--- src/rtl/cache_data_rsp_buf_if.sv ---
// cache_data_rsp_buf_if: read-issue and core-response signals of the data response buffer.
interface cache_data_rsp_buf_if #(
  parameter int WORD_W    = 32,
  parameter int TAG_WIDTH = 8,
  parameter int IDX_WIDTH = 2,
  parameter int CNT_W     = 3
);
  logic                 stall_out;
  logic                 read_fire;
  logic [TAG_WIDTH-1:0] read_tag;
  logic [IDX_WIDTH-1:0] read_idx;
  logic [WORD_W-1:0]    read_data;
  logic                 rsp_valid;
  logic                 rsp_ready;
  logic [WORD_W-1:0]    rsp_data;
  logic [TAG_WIDTH-1:0] rsp_tag;
  logic [IDX_WIDTH-1:0] rsp_idx;
  logic [CNT_W-1:0]     count;
  modport master (
    input  stall_out, rsp_valid, rsp_data, rsp_tag, rsp_idx, count,
    output read_fire, read_tag, read_idx, read_data, rsp_ready
  );
  modport slave (
    output stall_out, rsp_valid, rsp_data, rsp_tag, rsp_idx, count,
    input  read_fire, read_tag, read_idx, read_data, rsp_ready
  );
endinterface

--- src/rtl/cache_data_rsp_buf.sv ---
// cache_data_rsp_buf: pairs issued read tags with next-cycle data-store words and queues them in order.
module cache_data_rsp_buf #(
  parameter int WORD_SIZE = 4,
  parameter int TAG_WIDTH = 8,
  parameter int IDX_WIDTH = 2,
  parameter int DEPTH     = 4
) (
  input logic clk,
  input logic reset,
  cache_data_rsp_buf_if.slave bus
);
  localparam int WORD_W = 8 * WORD_SIZE;
  localparam int AW     = $clog2(DEPTH);
  localparam int CNT_W  = AW + 1;
  localparam int EW     = WORD_W + TAG_WIDTH + IDX_WIDTH;
  logic [EW-1:0]        mem_q [DEPTH];
  logic [AW-1:0]        wr_q, rd_q;
  logic [CNT_W-1:0]     count_q, count_d;
  logic                 pend_q;
  logic [TAG_WIDTH-1:0] pend_tag_q;
  logic [IDX_WIDTH-1:0] pend_idx_q;
  logic                 push, pop;
  logic [CNT_W:0]       used;
  assign push = pend_q;
  assign pop  = bus.rsp_valid && bus.rsp_ready;
  // Credits count the pending slot too, so an issued read always finds room next cycle.
  assign used          = {1'b0, count_q} + {{CNT_W{1'b0}}, pend_q};
  assign bus.stall_out = used >= (CNT_W+1)'(DEPTH);
  assign bus.rsp_valid = count_q != '0;
  assign bus.count     = count_q;
  // Gate the unreset storage so the head never shows X while empty.
  assign {bus.rsp_data, bus.rsp_tag, bus.rsp_idx} = bus.rsp_valid ? mem_q[rd_q] : '0;
  always_comb
    count_d = (push && !pop) ? count_q + CNT_W'(1) :
              (!push && pop) ? count_q - CNT_W'(1) : count_q;
  always_ff @(posedge clk) begin
    if (reset) begin
      pend_q  <= 1'b0;
      count_q <= '0;
      wr_q    <= '0;
      rd_q    <= '0;
    end else begin
      pend_q  <= bus.read_fire;
      count_q <= count_d;
      wr_q    <= push ? wr_q + AW'(1) : wr_q;
      rd_q    <= pop ? rd_q + AW'(1) : rd_q;
    end
  end
  always_ff @(posedge clk) begin
    if (bus.read_fire) begin
      pend_tag_q <= bus.read_tag;
      pend_idx_q <= bus.read_idx;
    end
    if (push)
      mem_q[wr_q] <= {bus.read_data, pend_tag_q, pend_idx_q};
  end
  always_ff @(posedge clk) begin
    if (!reset) begin
      assert (!(bus.read_fire && bus.stall_out)) else $error("read issued while stall_out high");
      assert (!(push && count_q == CNT_W'(DEPTH))) else $error("push into full response fifo");
    end
  end
endmodule

--- src/flat_wrapper.sv ---
// flat-port wrapper written by rule: the top's interface ports become plain ports
module cache_data_rsp_buf_flat 
#(
  parameter int WORD_SIZE = 4,
  parameter int TAG_WIDTH = 8,
  parameter int IDX_WIDTH = 2,
  parameter int DEPTH     = 4
)
  (clk, reset, bus_stall_out, bus_rsp_valid, bus_rsp_data, bus_rsp_tag, bus_rsp_idx, bus_count, bus_read_fire, bus_read_tag, bus_read_idx, bus_read_data, bus_rsp_ready);
  cache_data_rsp_buf_if #(.WORD_W(32), .TAG_WIDTH(TAG_WIDTH), .IDX_WIDTH(IDX_WIDTH), .CNT_W(3)) bus_i ();
  input logic clk;
  input logic reset;
  output wire logic [$bits(bus_i.stall_out)-1:0] bus_stall_out;
  output wire logic [$bits(bus_i.rsp_valid)-1:0] bus_rsp_valid;
  output wire logic [$bits(bus_i.rsp_data)-1:0] bus_rsp_data;
  output wire logic [$bits(bus_i.rsp_tag)-1:0] bus_rsp_tag;
  output wire logic [$bits(bus_i.rsp_idx)-1:0] bus_rsp_idx;
  output wire logic [$bits(bus_i.count)-1:0] bus_count;
  input wire logic [$bits(bus_i.read_fire)-1:0] bus_read_fire;
  input wire logic [$bits(bus_i.read_tag)-1:0] bus_read_tag;
  input wire logic [$bits(bus_i.read_idx)-1:0] bus_read_idx;
  input wire logic [$bits(bus_i.read_data)-1:0] bus_read_data;
  input wire logic [$bits(bus_i.rsp_ready)-1:0] bus_rsp_ready;
  assign bus_stall_out = bus_i.stall_out;
  assign bus_rsp_valid = bus_i.rsp_valid;
  assign bus_rsp_data = bus_i.rsp_data;
  assign bus_rsp_tag = bus_i.rsp_tag;
  assign bus_rsp_idx = bus_i.rsp_idx;
  assign bus_count = bus_i.count;
  assign bus_i.read_fire = bus_read_fire;
  assign bus_i.read_tag = bus_read_tag;
  assign bus_i.read_idx = bus_read_idx;
  assign bus_i.read_data = bus_read_data;
  assign bus_i.rsp_ready = bus_rsp_ready;
  cache_data_rsp_buf #(.WORD_SIZE(WORD_SIZE), .TAG_WIDTH(TAG_WIDTH), .IDX_WIDTH(IDX_WIDTH), .DEPTH(DEPTH)) u_core (.clk(clk), .reset(reset), .bus(bus_i));
endmodule
--- config.mk ---
export PLATFORM = sky130hd
export DESIGN_NAME = cache_data_rsp_buf_flat
export DESIGN_NICKNAME = d
export VERILOG_FILES = /design/src/rtl/cache_data_rsp_buf_if.sv /design/src/rtl/cache_data_rsp_buf.sv /design/src/flat_wrapper.sv
export SDC_FILE = /design/constraint.sdc
export NUM_CORES = 1
export LEC_CHECK = 0
export CAP_MARGIN = 20
export CORE_AREA = 2 2 123 125
export CTS_CLUSTER_SIZE = 16
export DETAILED_ROUTE_END_ITERATION = 7
export DIE_AREA = 0 0 125 127
export PLACE_DENSITY = 0.72
export SYNTH_ARGS = -nofsm -noshare
export SYNTH_HDL_FRONTEND = slang
export SYNTH_SLANG_ARGS = --single-unit
--- constraint.sdc ---
create_clock -name clk -period 4.7 [get_ports clk]
set_input_delay 0.705 -clock clk [delete_from_list [all_inputs] [get_ports clk]]
set_output_delay 0.705 -clock clk [all_outputs]
set_load 0.005 [all_outputs]
# == Yosys cells after proc, flatten, opt, wreduce, memory -nomap -nowiden ==
# Memories as Yosys holds them, arrays and structs flattened. A register that Yosys moved wholly into a read port is not among the register bits.
# Cells that the tools add are included.
# classes
n_lt_le_gt_ge,1
muxes,7
reduce_logical,7
add_sub_neg,5
# ops
op,n
42-bit 2-to-1 mux,1
3-bit 2-to-1 mux,2
2-bit by 1-bit adder with 2-bit output (second input constant),2
3-bit by 1-bit adder with 4-bit output,1
4-bit by 3-bit greater-or-equal comparator with 1-bit output (second input constant),1
2-bit 2-to-1 mux,2
3-bit by 1-bit adder with 3-bit output (second input constant),1
1-bit logical AND,3
3-bit nonzero test,1
3-bit by 1-bit subtractor with 3-bit output (second input constant),1
1-bit logical NOT,2
1-bit 2-to-1 mux,2
2-bit nonzero test,1
# word_totals
inputBits,46
mem_bits_rw,168
output_inout_bits,47
n_memories,1
word_cells,27
register_bits,18
# mem_list
memory,depth,word_bits,rd,rd_clocked_by_memory_dff,wr,line,rtl
u_core.mem_q,4,42,1,1,1,cache_data_rsp_buf.sv:16,logic [EW-1:0] mem_q [DEPTH];

# == Longest topological paths before layout ==
# logic_depth
word_depth,5
mapped_depth,7
ltp_nobuf,7

# == Worst setup path after synthesis ==
# OpenSTA, ideal clock, no wires.
# synth_path
kind,input -> register
startpoint,input port bus_rsp_ready
endpoint,register u_core.count_q[2] (netlist: u_core.bus.count[2])
slack_ps,2611
n_path_buf,0
setup_time_ps,70
t_arrival_ps,2018
stages,7
required_ps,4630
cell_sequence,o31ai_1 -> ha_1 -> inv_1 -> fa_1 -> xor2_1 -> or3_1 -> a21oi_1
# synth_between
elab_chain_len,4
# synth_lines
item,line,rtl
from (decl),flat_wrapper.sv:23,input wire logic [$bits(bus_i.rsp_ready)-1:0] bus_rsp_ready;
1-bit logical AND *,cache_data_rsp_buf.sv:25,assign pop = bus.rsp_valid && bus.rsp_ready;
1-bit logical NOT,cache_data_rsp_buf.sv:34,count_d = (push && !pop) ? count_q + CNT_W'(1) :
1-bit logical AND,cache_data_rsp_buf.sv:34,
3-bit 2-to-1 mux / 2-bit nonzero test (equally long branches),n/a,
to (signal assigned),cache_data_rsp_buf.sv:44,count_q <= count_d;
to (decl),cache_data_rsp_buf.sv:18,"logic [CNT_W-1:0] count_q, count_d;"
# Every way passes the cells marked *; elsewhere a longest branch is shown, timed or not.
# A chain may end at the register's enable or synchronous reset.

==> summary.md <==
| Metric | Value |
|---|---|
| Status | `complete, no violations` |
| Routed Antenna Nets | `0` |
| Pin count of the biggest net entering global routing | `46` |
| Met2 usage | `27.7%` |
| Die area | `0.0159 mm²` |
| Final core utilization | `60.9%` |
| Met3 Use GR | `3.94%` |
| Row cnt | `44` |
| Mapped cell area | `0.00712 mm²` |
| Tot GR Track Use | `16.3%` |
| Number of synthesized register bits | `188` |
| Startpoint Class | `register` |
| Worst-Skew Late Latency | `420 ps` |
| Clock buffer count from CTS | `17` |
| Leakage | `2.78 nW` |
| Resized cells post-CTS | `0` |
| Fin. max-slew vios | `0` |
| Layout cells sized above 1 | `19.4%` |
| Top-count cell post-synth | `edfxtp_1` |
| Pre-antenna DRT Iters | `4` |
| Top Ports | `93` |
| Slew @ Worst Pin | `860 ps` |
| Critical-path cell list | `mux4_2 -> nor2b_1 -> clkdlybuf4s50_1` |
| Total power | `0.00452 W` |
| Remaining Overflow, GRT | `0` |
| WHS | `494 ps` |
| Core box area | `0.0144 mm²` |
| Critical Path AT | `2590 ps` |
| Synth cell count leaders | `178 x edfxtp_1, 43 x nor2b_1, 42 x mux4_2, 10 x dfxtp_1` |
| Max Fclk | `304 MHz` |
| Die Span Y | `127 µm` |
| Synth area leader | `edfxtp_1` |
| Asr flop ratio synth | `0%` |
| Hold crit path type | `register to register` |
| Sequential element share of the synthesized area | `77.9%` |
| Post-route setup TNS | `0 ps` |
| Initial antenna violation count | `0` |
| Mean Syn Cell Area | `22.0 µm²` |
| Routed WL | `12.2 mm` |
| Top cells by area, synth | `edfxtp_1 75%, mux4_2 13%, nor2b_1 3.8%` |
| Initial DRC count | `204` |
| Die W | `125 µm` |
| Synth cell types | `22` |
| CP max FO | `42` |
| Slowest CP cell | `dfxtp_4` |
| Power density over the cells | `514 mW/mm²` |
| Max incr delay on CP | `920 ps` |
| Worst Path Required | `3990 ps` |
| Final setup vio count | `0` |
| RSZ-0062 raised after global routing | `false` |
| Maxcap violations | `0` |
| Crit Path Class | `register to primary output` |
| Clock transition at the registers of the reported paths | `60 ps` |
| CTS tree | `built` |
| Vias per inst | `5.26` |
| Initial Utilization | `49.4%` |
| GRT Max-Usage Layer | `met2` |
| CTS max path bufs | `2` |
| Routed via count | `3278` |
| Postcts setup bufs | `0` |
| Post-CTS Hold Buffers | `0` |
| Drt wl/cell | `19.6 µm` |
| CTS Sinks | `188` |
| RePlAce Congestion | `0.643` |
| VDD IR max | `0.412 mV` |
| Buffers & Inverters on Critical Path | `1` |
| Post-Syn Instances | `324` |
| Net Count, Synth | `376` |
| Net count, final | `478` |
| Htree depth | `4` |
| Number of inserted diodes | `0` |
| First-pass GRT wire length | `19.3 mm` |
| Clock Skews | `5.59 ps` |
| Min Tclk post-route | `3290 ps` |
| Yosys top cell area share | `75.1%` |
| Post-synth EDFFs | `178` |
| IO Port Bufs | `92` |
| Final hold vios | `0` |
| Met1 Track Usage GR | `20.4%` |
| Clock root cell | `clkbuf_16` |
| Top_reg_cell synth | `edfxtp_1` |
| Tcrit/Tclk final | `70.0%` |
| Remaining design rule violation count | `0` |
| Area Overhead vs Synth | `23.3%` |
| Reg2Reg Setup Slack | `2520 ps` |
| Worst slew margin | `42.6%` |
| Post-detail-place hpwl | `7.34 mm` |
| Family with the most delay on the worst path | `flip-flops` |
| Ys Warns | `0` |
| Critical Path End Type | `primary output` |
| Vias in the first global route | `3562` |
-- registers in the layout, indices dropped and copies added, names as in the netlist, named ones only --
register / count
u_core.mem_q: 168
u_core.pend_idx_q: 2
u_core.pend_q: 1
u_core.rd_q: 2
u_core.wr_q: 2
u_core.bus.count: 3
u_core.pend_tag_q: 8
-- metrics by stage --
stage                     std cells  setup slack, ps  instance area (µm²)
after global placement          590             1750                 8230
after CTS                       623             1290                 8780
final                           623             1410                 8780
after detailed placement        591             1770                 8250
after floorplan                 324             2610                 7120
after global routing            623             1200                 8780
-- worst register-to-register path: stages (launching register included) --
cell and delay [ps]:
dfxtp_1 390, o31ai_1 390, ha_1 260, inv_1 60, fa_1 380, xor2_1 180, or3_1 310, a21oi_1 150
-- logic make-up (layout without fill, tap and decap cells) --
logic type	count (synthesis)	count (layout)	share of synthesized area, %
AO/OA/AOI/OAI	6	6	0.510
XOR/XNOR	4	4	0.492
adder cells (fa/ha/maj)	6	6	1.16
buffers and inverters	19	134	1.60
flip-flops	188	188	77.9
multiplexers	44	44	13.6
AND/OR/NAND/NOR	57	57	4.81
-- cells in the final DEF, fill, tap and decap left out --
master and n:
a21oi_1 2, a31o_2 1, and2_2 4, buf_12 1, buf_4 5, bufinv_16 1, clkbuf_1 2, clkbuf_16 17
clkdlybuf4s50_1 92, clkinv_1 1, clkinv_2 6, clkinv_4 1, clkinvlp_4 4, dfxtp_1 8, dfxtp_2 1, dfxtp_4 1
edfxtp_1 178, fa_1 1, ha_1 5, inv_1 4, mux2i_1 2, mux4_2 42, nand2_1 1, nor2_1 6
nor2b_1 43, nor3_4 1, o21ai_0 2, o31ai_1 1, or3_1 2, xnor2_1 1, xor2_1 3
-- layer usage --
layer | up-vias | wire length, µm
li1 | 1496 | -
met1 | 1681 | 5290
met2 | 84 | 6230
met3 | 17 | 487
met4 | 0 | 188
met5 | - | 0
-- cell type report --
class                           instances  area, µm²
Multi-Input combinational cell        117       1470
Inverter                                4       15.0
Timing Repair Buffer                   98        978
Fill cell                            1031       5640
Clock buffer                           19        433
Sequential cell                       188       5550
Tap cell                              184        230
Clock inverter                         13        103
-- path summary, 6_finish.rpt --
check / startpoint / end / cells after the start
setup reg to reg: u_core.bus.count[1] / u_core.bus.count[2] / 7
setup / recovery: register / bus_rsp_tag[6] / 3
hold / removal: u_core.rd_q[1] / register / 2
hold reg to reg: u_core.rd_q[1] / register / 2
-- power breakdown --
| group | internal, W | switching, W |
|---|---|---|
| sequential | 0.00191 | 0.000155 |
| combinational | 0.000770 | 0.000399 |
| clock | 0.000720 | 0.000566 |
| total | 0.00340 | 0.00112 |
Note: power is estimated with default switching activity, not from simulation.
